### src/rtl/stroke_sequencer_if.sv
// Point stream from the stroke sequencer to the XYZ motion planner.
// The master drives the point; the slave answers with pt_ready.
interface stroke_sequencer_if;
    logic       pt_valid;
    logic       pt_ready;
    logic [9:0] pt_x;
    logic [9:0] pt_y;
    logic [8:0] pt_z;
    logic       pt_pen_up;
    logic       pt_last;

    modport master (
        output pt_valid, pt_x, pt_y, pt_z, pt_pen_up, pt_last,
        input  pt_ready
    );

    modport slave (
        input  pt_valid, pt_x, pt_y, pt_z, pt_pen_up, pt_last,
        output pt_ready
    );
endinterface

### src/rtl/stroke_sequencer.sv
// Walks the glyph stroke memory and streams travel, drawing and lift points
// for every stroke to the motion planner over a valid/ready handshake.
module stroke_sequencer #(
    parameter logic [8:0] Z_UP = 9'd500
) (
    input  logic                       clk,
    input  logic                       rst_n,
    input  logic                       start,
    input  logic                       abort,
    input  logic [6:0]                 num_strokes,
    output logic [6:0]                 m,
    output logic [6:0]                 n,
    input  logic [9:0]                 spox,
    input  logic [9:0]                 spoy,
    input  logic [8:0]                 spoz,
    input  logic [6:0]                 lenth,
    stroke_sequencer_if.master         pt,
    output logic                       busy,
    output logic                       done
);

    typedef enum logic [2:0] {
        ST_IDLE   = 3'd0,
        ST_LEN    = 3'd1,
        ST_TRAVEL = 3'd2,
        ST_DRAW_F = 3'd3,
        ST_DRAW_S = 3'd4,
        ST_LIFT   = 3'd5,
        ST_DONE   = 3'd6
    } state_t;

    state_t     state_r;
    logic [6:0] ns_r;
    logic [6:0] len_r;
    logic       accept_s;
    logic [7:0] m_next_s;
    logic       last_stroke_s;

    // Widened compare: idx+1 against len avoids evaluating len-1 at zero.
    function automatic logic is_last(input logic [6:0] idx, input logic [6:0] len);
        return (({1'b0, idx} + 8'd1) == {1'b0, len});
    endfunction

    assign accept_s      = pt.pt_valid && pt.pt_ready;
    assign m_next_s      = {1'b0, m} + 8'd1;
    assign last_stroke_s = (m_next_s == {1'b0, ns_r});

    // Sequencer FSM with all outputs registered.
    always_ff @(posedge clk or negedge rst_n) begin
        if (!rst_n) begin
            state_r      <= ST_IDLE;
            ns_r         <= 7'd0;
            len_r        <= 7'd0;
            m            <= 7'd0;
            n            <= 7'd0;
            pt.pt_valid  <= 1'b0;
            pt.pt_x      <= 10'd0;
            pt.pt_y      <= 10'd0;
            pt.pt_z      <= 9'd0;
            pt.pt_pen_up <= 1'b0;
            pt.pt_last   <= 1'b0;
            busy         <= 1'b0;
            done         <= 1'b0;
        end else if (abort) begin
            state_r      <= ST_IDLE;
            m            <= 7'd0;
            n            <= 7'd0;
            pt.pt_valid  <= 1'b0;
            pt.pt_pen_up <= 1'b0;
            pt.pt_last   <= 1'b0;
            busy         <= 1'b0;
            done         <= 1'b0;
        end else begin
            done <= 1'b0;
            case (state_r)
                ST_IDLE: begin
                    if (start) begin
                        ns_r <= num_strokes;
                        m    <= 7'd0;
                        n    <= 7'd0;
                        busy <= 1'b1;
                        if (num_strokes == 7'd0) begin
                            state_r <= ST_DONE;
                            done    <= 1'b1;
                        end else begin
                            state_r <= ST_LEN;
                        end
                    end
                end
                ST_LEN: begin
                    len_r <= lenth;
                    if (lenth == 7'd0) begin
                        m <= m_next_s[6:0];
                        if (last_stroke_s) begin
                            state_r <= ST_DONE;
                            done    <= 1'b1;
                        end
                    end else begin
                        pt.pt_x      <= spox;
                        pt.pt_y      <= spoy;
                        pt.pt_z      <= Z_UP;
                        pt.pt_pen_up <= 1'b1;
                        pt.pt_valid  <= 1'b1;
                        state_r      <= ST_TRAVEL;
                    end
                end
                ST_TRAVEL: begin
                    if (accept_s) begin
                        pt.pt_valid <= 1'b0;
                        state_r     <= ST_DRAW_F;
                    end
                end
                ST_DRAW_F: begin
                    pt.pt_x      <= spox;
                    pt.pt_y      <= spoy;
                    pt.pt_z      <= spoz;
                    pt.pt_pen_up <= 1'b0;
                    pt.pt_last   <= is_last(n, len_r);
                    pt.pt_valid  <= 1'b1;
                    state_r      <= ST_DRAW_S;
                end
                ST_DRAW_S: begin
                    if (accept_s) begin
                        if (pt.pt_last) begin
                            // Lift reuses the last drawing point's x/y.
                            pt.pt_z      <= Z_UP;
                            pt.pt_pen_up <= 1'b1;
                            pt.pt_last   <= 1'b0;
                            state_r      <= ST_LIFT;
                        end else begin
                            pt.pt_valid <= 1'b0;
                            n           <= n + 7'd1;
                            state_r     <= ST_DRAW_F;
                        end
                    end
                end
                ST_LIFT: begin
                    if (accept_s) begin
                        pt.pt_valid <= 1'b0;
                        m           <= m_next_s[6:0];
                        n           <= 7'd0;
                        if (last_stroke_s) begin
                            state_r <= ST_DONE;
                            done    <= 1'b1;
                        end else begin
                            state_r <= ST_LEN;
                        end
                    end
                end
                ST_DONE: begin
                    m       <= 7'd0;
                    n       <= 7'd0;
                    busy    <= 1'b0;
                    state_r <= ST_IDLE;
                end
                default: begin
                    state_r      <= ST_IDLE;
                    pt.pt_valid  <= 1'b0;
                    pt.pt_pen_up <= 1'b0;
                    pt.pt_last   <= 1'b0;
                    busy         <= 1'b0;
                end
            endcase
        end
    end

endmodule
### src/flat_wrapper.sv
// flat-port wrapper written by rule: the top's interface ports become plain ports
module stroke_sequencer_flat 
#(
    parameter logic [8:0] Z_UP = 9'd500
)
  (clk, rst_n, start, abort, num_strokes, m, n, spox, spoy, spoz, lenth, busy, done, pt_pt_valid, pt_pt_x, pt_pt_y, pt_pt_z, pt_pt_pen_up, pt_pt_last, pt_pt_ready);
  stroke_sequencer_if pt_i ();
  input  logic clk;
  input  logic rst_n;
  input  logic start;
  input  logic abort;
  input  logic [6:0] num_strokes;
  output logic [6:0] m;
  output logic [6:0] n;
  input  logic [9:0] spox;
  input  logic [9:0] spoy;
  input  logic [8:0] spoz;
  input  logic [6:0] lenth;
  output logic busy;
  output logic done;
  output wire logic [$bits(pt_i.pt_valid)-1:0] pt_pt_valid;
  output wire logic [$bits(pt_i.pt_x)-1:0] pt_pt_x;
  output wire logic [$bits(pt_i.pt_y)-1:0] pt_pt_y;
  output wire logic [$bits(pt_i.pt_z)-1:0] pt_pt_z;
  output wire logic [$bits(pt_i.pt_pen_up)-1:0] pt_pt_pen_up;
  output wire logic [$bits(pt_i.pt_last)-1:0] pt_pt_last;
  input wire logic [$bits(pt_i.pt_ready)-1:0] pt_pt_ready;
  assign pt_pt_valid = pt_i.pt_valid;
  assign pt_pt_x = pt_i.pt_x;
  assign pt_pt_y = pt_i.pt_y;
  assign pt_pt_z = pt_i.pt_z;
  assign pt_pt_pen_up = pt_i.pt_pen_up;
  assign pt_pt_last = pt_i.pt_last;
  assign pt_i.pt_ready = pt_pt_ready;
  stroke_sequencer #(.Z_UP(Z_UP)) u_core (.clk(clk), .rst_n(rst_n), .start(start), .abort(abort), .num_strokes(num_strokes), .m(m), .n(n), .spox(spox), .spoy(spoy), .spoz(spoz), .lenth(lenth), .pt(pt_i), .busy(busy), .done(done));
endmodule
### config.mk
export PLATFORM = sky130hd
export DESIGN_NAME = stroke_sequencer_flat
export DESIGN_NICKNAME = d
export VERILOG_FILES = /design/src/rtl/stroke_sequencer_if.sv /design/src/rtl/stroke_sequencer.sv /design/src/flat_wrapper.sv
export SDC_FILE = /design/constraint.sdc
export NUM_CORES = 1
export LEC_CHECK = 0
export BUFFER_PORTS_ARGS = -buffer_cell sky130_fd_sc_hd__buf_2
export CAP_MARGIN = 0
export CELL_PAD_IN_SITES_DETAIL_PLACEMENT = 1
export CELL_PAD_IN_SITES_GLOBAL_PLACEMENT = 1
export CORE_AREA = 3 3 87 106
export DETAILED_ROUTE_END_ITERATION = 8
export DIE_AREA = 0 0 90 109
export PLACE_DENSITY_LB_ADDON = 0.1
export SYNTH_ARGS = -nofsm -noshare
export SYNTH_HDL_FRONTEND = slang
export SYNTH_SLANG_ARGS = --single-unit
### constraint.sdc
create_clock -name clk -period 4 [get_ports clk]
set_clock_uncertainty 0.2 [all_clocks]
set_input_delay 0.8 -clock clk [delete_from_list [all_inputs] [get_ports clk]]
set_output_delay 0.8 -clock clk [all_outputs]
set_load 0.02 [all_outputs]
**Word level (Yosys, flattened, before mapping)**

Index checks and enable logic that the tools add are counted.

- Bits in registers: 65
- Input bits: 48
- Output and inout bits: 48
- Logic and storage cells: 117

- Add/sub/neg operators: 3
- Equal/unequal tests: 25
- Multiplexer cells: 51
- Bitwise operators: 1
- Reduce and logical (&&, ||, !) cells: 24

Operator list:

| operator | number |
|---|---|
| two-way mux 7 bit | 8 |
| one-hot mux 7 bit (4 select lines) | 2 |
| one-hot mux 10 bit (2 select lines) | 2 |
| two-way mux 3 bit | 10 |
| two-way mux 9 bit | 3 |
| one-hot mux 9 bit (3 select lines) | 1 |
| two-way mux 10 bit | 2 |
| AND reduction 5 bit | 4 |
| one-hot mux 3 bit (6 select lines) | 1 |
| two-way mux 1 bit | 17 |
| adder 7 x 1 -> 8 bit (second input constant) | 2 |
| == test 8 x 7 -> 1 bit | 2 |
| inequality test 3 x 2 -> 1 bit (second input constant) | 5 |
| logical NOT 7 bit | 2 |
| inequality test 2 x 1 -> 1 bit (second input constant) | 6 |
| nonzero test 5 bit | 2 |
| OR reduction 5 bit | 2 |
| == test 3 bit (second input constant) | 3 |
| inequality test 3 bit (second input constant) | 3 |
| one-hot mux 1 bit (3 select lines) | 3 |
| AND reduction 4 bit | 2 |
| adder 7 x 1 -> 7 bit (second input constant) | 1 |
| == test 3 x 2 -> 1 bit (second input constant) | 2 |
| AND reduction 2 bit | 3 |
| 14 further kinds | 16 |

**Depth between registers and ports, before layout**

Gate-level depths: netlist of run 1.

- Word-level depth: 6
- Gate-level depth with buffers: 9
- Mapped depth without buffers: 8

**Worst setup path after synthesis of run 1**

Ideal clock, no wire load.

- Kind: input port to flip-flop
- Start: in lenth[2]
- End: reg u_core.pt.pt_z[8]
- Library setup time: 128 ps
- Arrival: 1,964 ps
- Required time: 3,672 ps
- Setup slack: 1,708 ps
- Stages on the path: 5
- Buffers on the path: 1
- Path through: nor4_1 -> nand3_1 -> o211ai_1 -> buf_2 -> o21ai_0

- Word-level cells in the longest chain between the ends: 3

RTL lines:

| element | line | source |
|---|---|---|
| from (decl) | flat_wrapper.sv:18 | `input logic [6:0] lenth;` |
| logical NOT 7 bit | stroke_sequencer.sv:92 | `if (lenth == 7'd0) begin` |
| inequality test 2 bit (no source line) | - |  |
| AND reduction 5 bit (no source line) | - |  |
| to (signal assigned) | stroke_sequencer.sv:116 | `pt.pt_z <= spoz;` |
| to (decl) | stroke_sequencer_if.sv:13 | `output pt_valid, pt_x, pt_y, pt_z, pt_pen_up, pt_last,` |

Every way passes these cells.
A chain may end at the register's enable or synchronous reset.

**Final worst setup path of run 1**

- Start: reg u_core.state_r[1]
- End: reg u_core.pt.pt_pen_up

- Word-level cells in the longest chain between the ends: 4
- Elaborated cells on any way between the ends: 14
- Those cells by class: eq/ne (9); mux (2); reduce/logical (3)

RTL lines:

| element | line | source |
|---|---|---|
| from (decl) | stroke_sequencer.sv:32 | `state_t state_r;` |
| from (signal assigned) | stroke_sequencer.sv:51 | `state_r <= ST_IDLE;` |
| from (signal assigned) | stroke_sequencer.sv:65 | `state_r <= ST_IDLE;` |
| from (signal assigned) | stroke_sequencer.sv:83 | `state_r <= ST_DONE;` |
| == test 3 bit (tied with other cells) | stroke_sequencer.sv:75 | `case (state_r)` |
| OR reduction 4 bit (no source line) | - |  |
| one-hot mux 1 bit (3 select lines) / inequality test 2 x 1 -> 1 bit (equally long branches) | - |  |
| two-way mux 1 bit / AND reduction 4 bit (equally long branches) | - |  |
| to (signal assigned) | stroke_sequencer.sv:60 | `pt.pt_pen_up <= 1'b0;` |
| to (signal assigned) | stroke_sequencer.sv:69 | `pt.pt_pen_up <= 1'b0;` |
| to (signal assigned) | stroke_sequencer.sv:102 | `pt.pt_pen_up <= 1'b1;` |
| to (decl) | stroke_sequencer_if.sv:13 |  |

Parallel ways exist; a longest one is shown, timed or not.

==> results.toml, run 1 <==
[drt]
dr_total_vias = 3108
drt_iter0_markers = 159
detail_route.first_pass.iterations = 4
antenna_left = 0
wire_per_inst_um = 17.8
vias_per_cell = 5.43
drc = 0
routed_wl_mm = 10.2

[clocking]
root_buffer = "clkbuf_8"
clock_latency_ns = 0.35
cts_buffers = 9
cts_tree = "yes"
clock_path_buffers = 2
ctsResizeCount = 0
path_clk_slew_ns = 0.07
postCtsSetupBuffers = 0
cts_num_sinks = 65
htreeDepth = 3
cts_hold_buf = 0

[synth]
synthArstFlopShare = 1.00
ys_seq_area_frac = 0.459
syn_area_per_cell_um2 = 9.84
syn_inst = 360
synth_area_leaders = "dfrtp_1 46%, mux2_2 11%, o21ai_0 4.9%"
synthesis.area_um2 = 3540
ys_ff_latch = 65
yosys_warnings = 0
yosys.area.top_type = "dfrtp_1"
synth_edf_count = 0
synthDistinctLibCells = 49
synth_top_area_frac = 0.459
syn-num-nets = 416
synth_ff_type = "dfrtp_1"

[setup_path]
crit_path_end_kind = "register"
cp_cell_sequence = "inv_1 -> ha_1 -> and2_1 -> nor2b_1 -> o21bai_1 -> a21oi_1 -> mux2_2"
critPathBufInv = 1
rr_worst_depth = 7
r2r_end = "u_core.pt.pt_pen_up"
cp-start-kind = "register"
rrSetupSlack_ns = 1.12
path_max_fanout = 14
crit_arrival_ns = 2.92
crit_family = "simple AND/OR/NAND/NOR gates"
max_stage_delay_ns = 0.50
critPathSlowestCell = "ha_1"
critical_path_class = "reg -> reg"
reg2reg_from = "u_core.state_r[1]"
crit_required_ns = 4.03

[global_routing]
grt_use_total = 0.212
grt_pass1_vias = 3264
antenna_found_initial = 0
grt_pass1_wl_mm = 16.4
overflow = 0
grt_max_degree = 47

[place]
io_buffer_count = 95
placed_cell_area_um2 = 4110
hpwl_mm = 7.58
place.gp.congestion = 0.850
dp_cells = 556

[sta]
layout_worst_path_cycle_share = 0.721
worst_slew_pin_slew_ns = 1.04
finalSetupTns_ns = 0
hold_viol = 0
finalSetupViolations = 0
period_minus_slack_ns = 2.88
relSlewSlack = 0.310
slew_viol_final = 0
fin_hold_ws_ns = 0.282
max_freq_mhz = 347
rsz0062_at_grt = "false"

[floorplanning]
rows = 36
die_h_um = 109
ioPinCount = 96
dieArea_um2 = 9810
core-area_um2 = 8200
die_w_um = 90
initial_core_util = 0.432

[power_and_ir_drop]
worst_ir_drop_vdd_mv = 0.431
power_mw = 2.90
p_per_area_nw_per_um2 = 673
p_leak_nw = 1.98

[final_layout]
final_cells = 572
design_area_um2 = 4310
drive_above_1_share = 0.341
diodes = 0
final_nets = 509
area_delta_synth_final_pct = 21.7

[hold_path]
hp-start = "u_core.pt.pt_z[3]"
hold_end = "u_core.pt.pt_z[3]"
hp-class = "reg -> reg"
holdPathStages = 2

[status]
status = "completed"

[job]
timing.max_cap.violations = 0
-- area by class of cell --
cell class                 count  area [um2]
sequential                    65        1630
multi-input combinational    269        1800
clock inverter                 4        51.3
inverter                      10        37.5
clock buffer                  12         155
fill                         978        3880
tap                          114         143
timing repair buffer          98         498
-- worst min-delay path, cell delays in order, from the launching register on --
cell and delay, ns:
dfrtp_1 0.34, nand2_1 0.04, o21ai_0 0.06
-- flip-flops by register name (all words and copies together) (netlist names) --
register,flops
u_core.busy,1
u_core.done,1
u_core.len_r,7
u_core.m,7
u_core.n,7
u_core.ns_r,7
u_core.pt.pt_last,1
u_core.pt.pt_pen_up,1
u_core.pt.pt_valid,1
u_core.pt.pt_x,10
u_core.pt.pt_y,10
u_core.pt.pt_z,9
u_core.state_r,3
-- synthesized netlist by cell type, types with 2 or more instances --
cell type and number:
o21a_1 4, nor2_1 28, and3_1 2, a211o_1 3, nor3_1 11, buf_1 2
or3b_2 2, buf_2 8, nor4_1 3, nor3b_1 3, ha_1 8, inv_1 10
nor2b_1 6, o22ai_1 2, and2_1 3, nand2b_1 6, a211oi_1 2, mux2_2 35
o31ai_1 9, dfrtp_1 65, xor2_1 3, a21oi_1 14, mux2i_1 4, nand2_1 39
o211ai_1 3, a41oi_1 2, clkbuf_1 4, xnor2_1 9, nand4_1 2, o21ai_0 35
o32ai_1 2, buf_4 2, nand3_1 13
-- stage by stage --
stage | worst slack (ns) | utilization
6_report | 1.12 | 0.526
5_1_grt | 0.969 | 0.526
4_1_cts | 1.12 | 0.526
3_5_place_dp | 1.13 | 0.501
3_3_place_gp | 1.13 | 0.501
2_1_floorplan | 1.71 | -
-- layer usage --
layer | part of all wire | track usage
met5 | 0 | 0
met4 | 0.019 | 0.0941
met3 | 0.044 | 0.0393
met2 | 0.53 | 0.385
met1 | 0.41 | 0.244
-- worst max-delay path by stage --
| stage | from | endpoint | slack (ns) | depth (start not counted) |
|---|---|---|---|---|
| 2_1_floorplan | lenth[2] | u_core.pt.pt_z[8] | 1.71 | 5 |
| 5_1_grt | u_core.state_r[1] | u_core.pt.pt_pen_up | 0.97 | 7 |
| 4_1_cts | u_core.state_r[1] | u_core.pt.pt_pen_up | 1.12 | 7 |
| 6_report | u_core.state_r[1] | u_core.pt.pt_pen_up | 1.12 | 7 |
| 3_3_place_gp | abort | u_core.pt.pt_pen_up | 1.13 | 7 |
| 3_5_place_dp | abort | u_core.pt.pt_pen_up | 1.13 | 7 |
-- power by group --
group | leakage (nW) | internal, mW | switching [mW]
logic | 1.06 | 0.518 | 0.706
registers | 0.819 | 0.897 | 0.188
clock network | 0.103 | 0.322 | 0.271
-- cell usage in the layout, fill, tap and decap left out, drive strengths merged, types with 2 or more instances in the layout --
master,netlist,final
buf,12,98
dfrtp,65,65
nand2,39,39
mux2,35,35
o21ai,35,35
nor2,28,28
a21oi,14,14
nand3,13,13
nor3,12,12
clkbuf,4,12
inv,10,10
xnor2,9,9
o31ai,9,9
ha,8,8
nor2b,6,6
nand2b,6,6
mux2i,4,4
o21a,4,4
and2,4,4
o211ai,4,4
nor4,3,3
nor3b,3,3
xor2,3,3
a211o,3,3
or3b,3,3
nand4,3,3
and3,2,2
a41oi,2,2
a211oi,2,2
o32ai,2,2
o22ai,2,2
clkinv,0,2
-- logic make-up after synthesis --
kind of cell | count (synthesis) | synth area share
AOI/OAI and AO/OA | 88 | 0.162
xor gates and xnor gates | 12 | 0.0297
adders and majority gates | 8 | 0.0282
buffers and inverters | 26 | 0.0325
DFF | 65 | 0.459
muxes | 39 | 0.123
and+or+nand+nor | 122 | 0.166
Note: power is estimated with default switching activity, not from simulation.
==> run 2, diff against run 1 <==
--- a/config.mk
+++ b/config.mk
@@ -9,9 +9,9 @@
 export CAP_MARGIN = 0
 export CELL_PAD_IN_SITES_DETAIL_PLACEMENT = 1
 export CELL_PAD_IN_SITES_GLOBAL_PLACEMENT = 1
-export CORE_AREA = 3 3 87 106
+export CORE_AREA = 3 3 90 110
 export DETAILED_ROUTE_END_ITERATION = 8
-export DIE_AREA = 0 0 90 109
+export DIE_AREA = 0 0 93 113
 export PLACE_DENSITY_LB_ADDON = 0.1
 export SYNTH_ARGS = -nofsm -noshare
 export SYNTH_HDL_FRONTEND = slang
==> constraint.sdc (replaced) <==
create_clock -name clk -period 2.9 [get_ports clk]
set_clock_uncertainty 0.2 [all_clocks]
set_input_delay 0.58 -clock clk [delete_from_list [all_inputs] [get_ports clk]]
set_output_delay 0.58 -clock clk [all_outputs]
set_load 0.02 [all_outputs]
==> results.toml, run 2 (synthesis gave the netlist of run 1 again) <==
[setup_path]
crit_arrival_ns = 2.68
cp-start-kind = "register"
path_max_fanout = 14
critPathSlowestCell = "ha_1"
rrSetupSlack_ns = 0.27
crit_required_ns = 2.95
cp_cell_sequence = "inv_1 -> ha_1 -> nor2_1 -> a211o_1 -> a32o_1 -> nand2b_1 -> o41ai_1"
reg2reg_from = "u_core.state_r[1]"
crit_path_end_kind = "register"
critical_path_class = "reg -> reg"
max_stage_delay_ns = 0.45
critPathBufInv = 1
startpoint = "u_core.state_r[1]"
r2r_end = "u_core.m[6]"
crit_family = "compound AO/OA/AOI/OAI gates"
worstSetupEndpoint = "u_core.m[6]"
crit_cells = 7
rr_worst_depth = 7

[clocking]
cts_buffers = 9
cts_hold_buf = 0
cts_tree = "yes"
clock_latency_ns = 0.35
root_buffer = "clkbuf_8"
htreeDepth = 3
postCtsSetupBuffers = 0
cts_num_sinks = 65
clock_path_buffers = 2
path_clk_slew_ns = 0.07
ctsResizeCount = 0

[final_layout]
final_nets = 514
drive_above_1_share = 0.348
multi_input_area_um2 = 1800
area_delta_synth_final_pct = 24.3
ff_latch_area_um2 = 1630
final_cell_mix = "95 x buf_2, 65 x dfrtp_1, 39 x nand2_1"
final_cells = 583
top_regs = "u_core.pt.pt_x (10), u_core.pt.pt_y (10), u_core.pt.pt_z (9)"
fill_cells = 1097
diodes = 0
layout_commonest_cell = "buf_2"

[drt]
drt_iter0_markers = 136
routed_wl_mm = 9.61
drc = 0
dr_total_vias = 3102
antenna_left = 0
detail_route.first_pass.iterations = 4
wire_per_inst_um = 16.5
vias_per_cell = 5.32

[job]
timing.max_cap.violations = 0

[sta]
max_freq_mhz = 380
worst_slew_pin_slew_ns = 0.824
fin_hold_ws_ns = 0.204
layout_worst_path_cycle_share = 0.907
relSlewSlack = 0.451
finalSetupTns_ns = 0
rsz0062_at_grt = "false"
finalSetupViolations = 0
hold_viol = 0
slew_viol_final = 0
period_minus_slack_ns = 2.63

[global_routing]
overflow = 0
grt_pass1_vias = 3336
grt_max_degree = 66
antenna_found_initial = 0
grt_pass1_wl_mm = 16.1
grt_use_total = 0.193

[place]
dp_cells = 567
hpwl_mm = 7.24
place.gp.congestion = 0.864
io_buffer_count = 95

[floorplanning]
dieArea_um2 = 10500
die_w_um = 93
rows = 38
die_h_um = 113
ioPinCount = 96
initial_core_util = 0.396
core-area_um2 = 8940

[power_and_ir_drop]
p_per_area_nw_per_um2 = 943
worst_ir_drop_vdd_mv = 0.582
p_leak_nw = 2.03

[status]
status = "completed"

[hold_path]
hp-class = "in -> async"
[run 2: final cells by class]
cell class,count,share of cell area
well taps,120,0.0341
clock inverters,4,0.0224
flip-flops and latches,65,0.369
inverters,10,0.00852
repair buffers,103,0.122
multi-input cells,269,0.409
clock buffers,12,0.0352
[run 2: worst min-delay path by stage]
stage / cells past startpoint / from / slack (ns) / to
CTS: 2 / rst_n / 0.24 / u_core.pt.pt_z[8]
floorplan: 0 / rst_n / 0.08 / u_core.busy
detailed placement: 2 / u_core.pt.pt_z[1] / 0.27 / u_core.pt.pt_z[1]
finish: 2 / rst_n / 0.20 / u_core.pt.pt_z[8]
global route: 2 / spoy[2] / 0.24 / u_core.pt.pt_y[2]
global placement: 2 / u_core.pt.pt_z[1] / 0.26 / u_core.pt.pt_z[1]
[run 2: layer usage]
metal | routed length, um | track usage
met1 | 3930 | 0.224
met5 | 0 | 0
met2 | 5100 | 0.340
met4 | 193 | 0.0792
met3 | 387 | 0.0445
[run 2: worst register-to-register path: stages (launching register included)]
cell and delay, ns:
dfrtp_1 0.43, inv_1 0.13, ha_1 0.46, nor2_1 0.16
a211o_1 0.30, a32o_1 0.37, nand2b_1 0.24, o41ai_1 0.25
[run 2: report_power, final]
part / switching, mW / internal (mW)
Clock: 0.352 / 0.620
Combinational: 0.971 / 0.737
Sequential: 0.238 / 1.24
Total: 1.56 / 2.59
[run 2: per-stage QoR]
stage / utilization / worst slack (ns) / power, mW / instance area [um2]
after CTS: 0.493 / 0.259 / 4.21 / 4410
final: 0.493 / 0.269 / 4.16 / 4410
after detailed placement: 0.464 / 0.283 / 3.22 / 4150
after global placement: 0.464 / 0.348 / 3.16 / 4150
after floorplan: - / 0.769 / 2.66 / 3540
after global routing: 0.493 / 0.00666 / 4.45 / 4410
==> run 3, diff against run 2 <==
--- a/config.mk
+++ b/config.mk
@@ -5,14 +5,16 @@
 export SDC_FILE = /design/constraint.sdc
 export NUM_CORES = 1
 export LEC_CHECK = 0
+export ABC_AREA = 1
 export BUFFER_PORTS_ARGS = -buffer_cell sky130_fd_sc_hd__buf_2
 export CAP_MARGIN = 0
 export CELL_PAD_IN_SITES_DETAIL_PLACEMENT = 1
 export CELL_PAD_IN_SITES_GLOBAL_PLACEMENT = 1
-export CORE_AREA = 3 3 90 110
+export CORE_AREA = 3 3 91 111
 export DETAILED_ROUTE_END_ITERATION = 8
-export DIE_AREA = 0 0 93 113
+export DIE_AREA = 0 0 94 114
 export PLACE_DENSITY_LB_ADDON = 0.1
+export SLEW_MARGIN = 25
 export SYNTH_ARGS = -nofsm -noshare
 export SYNTH_HDL_FRONTEND = slang
 export SYNTH_SLANG_ARGS = --single-unit
==> results.toml, run 3 <==
[global_routing]
antenna_found_initial = 0
grt_use_total = 0.189
overflow = 0
grt_pass1_wl_mm = 15.9
grt_max_degree = 39
grt_pass1_vias = 3386

[synth]
yosys.area.top_type = "dfrtp_1"
synthDistinctLibCells = 36
synth_top_area_frac = 0.460
synth_ff_type = "dfrtp_1"
ys_ff_latch = 65
syn-num-nets = 467
synthesis.area_um2 = 3540
synth_common_cells = "109 x nand2_1, 65 x dfrtp_1, 38 x inv_1, 38 x nor2_1, 24 x nand3_1"
synth_area_leaders = "dfrtp_1 46%, nand2_1 12%, mux2_2 7.0%"
synthArstFlopShare = 1.00
synth_most_common_cell = "nand2_1"
syn_inst = 411
ys_seq_area_frac = 0.460
syn_area_per_cell_um2 = 8.61
synth_edf_count = 0
yosys_warnings = 0

[power_and_ir_drop]
p_per_area_nw_per_um2 = 938
worst_ir_drop_vdd_mv = 0.458
p_leak_nw = 2.20
clock_power_share = 0.186
switchingPower_mw = 1.71
swShare = 0.422
combinationalPowerShare = 0.451
pwr-share-seq = 0.362
internal_power_mw = 2.34

[sta]
period_minus_slack_ns = 2.63
worst_slew_pin_slew_ns = 0.766
finalSetupTns_ns = 0
hold_viol = 0
relSlewSlack = 0.489
slew_viol_final = 0
layout_worst_path_cycle_share = 0.908
finalSetupViolations = 0
max_freq_mhz = 380
rsz0062_at_grt = "false"

[final_layout]
fill_cells = 1149
area_delta_synth_final_pct = 22.0
drive_above_1_share = 0.330
top_regs = "u_core.pt.pt_x (10), u_core.pt.pt_y (10), u_core.pt.pt_z (9)"
multi_input_area_um2 = 1670
final_cells = 638
design_area_um2 = 4320
final_cell_mix = "109 x nand2_1, 95 x buf_2, 65 x dfrtp_1"
diodes = 0
final_nets = 569
ff_latch_area_um2 = 1630
layout_commonest_cell = "nand2_1"

[setup_path]
critPathBufInv = 2
crit_arrival_ns = 2.70
critical_path_class = "reg -> reg"
critPathSlowestCell = "and3_1"
r2r_end = "u_core.pt.pt_z[8]"
crit_required_ns = 2.96
max_stage_delay_ns = 0.67
rrSetupSlack_ns = 0.27
cp-start-kind = "register"
path_max_fanout = 18
rr_worst_depth = 9
crit_cells = 9
cp_cell_sequence = "inv_1 -> ha_1 -> nand2_1 -> inv_1 -> nand2_1 -> o21ai_1 -> and3_1 -> o21ai_0 -> o21ai_2"
crit_path_end_kind = "register"
reg2reg_from = "u_core.state_r[0]"
crit_family = "simple AND/OR/NAND/NOR gates"

[clocking]
postCtsSetupBuffers = 0
cts_tree = "yes"
cts_hold_buf = 0
root_buffer = "clkbuf_8"
cts_buffers = 9
ctsResizeCount = 0
path_clk_slew_ns = 0.08
htreeDepth = 3
clock_latency_ns = 0.34
cts_num_sinks = 65
clock_path_buffers = 2

[drt]
dr_total_vias = 3151
routed_wl_mm = 9.48
drt_iter0_markers = 78
vias_per_cell = 4.94
detail_route.first_pass.iterations = 4
drc = 0
antenna_left = 0
wire_per_inst_um = 14.9

[place]
dp_cells = 622
place.gp.congestion = 0.859
hpwl_mm = 7.43
io_buffer_count = 95
placed_cell_area_um2 = 4130

[job]
timing.max_cap.violations = 0

[floorplanning]
rows = 38
die_h_um = 114
initial_core_util = 0.392
core-area_um2 = 9030
dieArea_um2 = 10700
die_w_um = 94
ioPinCount = 96

[status]
status = "completed"

[hold_path]
hp-class = "in -> async"
run 3: cell families after synthesis:
kind of cell    count (synthesis)  synth area share
fa+ha+maj                       8            0.0283
flops                          65             0.460
xor+xnor                        7            0.0173
mux                            22            0.0700
simple gates                  207             0.266
buf+inv                        51            0.0672
compound gates                 51            0.0913
run 3: layout make-up:
cell class                      instances  area share
Timing Repair Buffer                   98       0.118
Sequential cell                        65       0.377
Inverter                               44      0.0389
Tap cell                              120      0.0348
Clock inverter                          5      0.0130
Multi-Input combinational cell        295       0.388
Clock buffer                           11      0.0304
run 3: worst max path at each step:
stage                 startpoint           endpoint  slack [ns]
2_1_floorplan  u_core.state_r[1]  u_core.pt.pt_x[0]        0.88
3_3_place_gp   u_core.state_r[1]  u_core.pt.pt_z[4]        0.37
3_5_place_dp   u_core.state_r[0]  u_core.pt.pt_z[8]        0.27
4_1_cts        u_core.state_r[0]  u_core.pt.pt_z[8]        0.25
5_1_grt        u_core.state_r[0]  u_core.pt.pt_z[8]        0.07
6_report       u_core.state_r[0]  u_core.pt.pt_z[8]        0.27
run 3: per-layer routing:
layer  GRT usage  vias up  part of all wire
met5           0        -                 0
met4      0.0694        0             0.018
met3      0.0468       14             0.046
met2       0.322       69              0.50
met1       0.230     1518              0.44
li1            -     1550                 -
run 3: power groups by stage:
stage          sequential (mW)  combinational [mW]  clock (mW)
2_1_floorplan             1.72                1.07           0
3_3_place_gp              1.46                1.80           0
3_5_place_dp              1.48                1.86           0
4_1_cts                   1.47                1.86       0.790
5_1_grt                   1.51                2.04       0.843
6_report                  1.47                1.83       0.754
run 3: per-stage QoR:
stage / hold WS (ns) / utilization / total power [mW] / setup WS [ns]
4_1_cts: 0.0674 / 0.478 / 4.12 / 0.251
6_report: 0.0625 / 0.478 / 4.05 / 0.266
5_1_grt: 0.0972 / 0.478 / 4.40 / 0.0656
3_5_place_dp: 0.284 / 0.457 / 3.34 / 0.269
2_1_floorplan: 0.0844 / - / 2.78 / 0.879
3_3_place_gp: 0.277 / 0.457 / 3.26 / 0.375
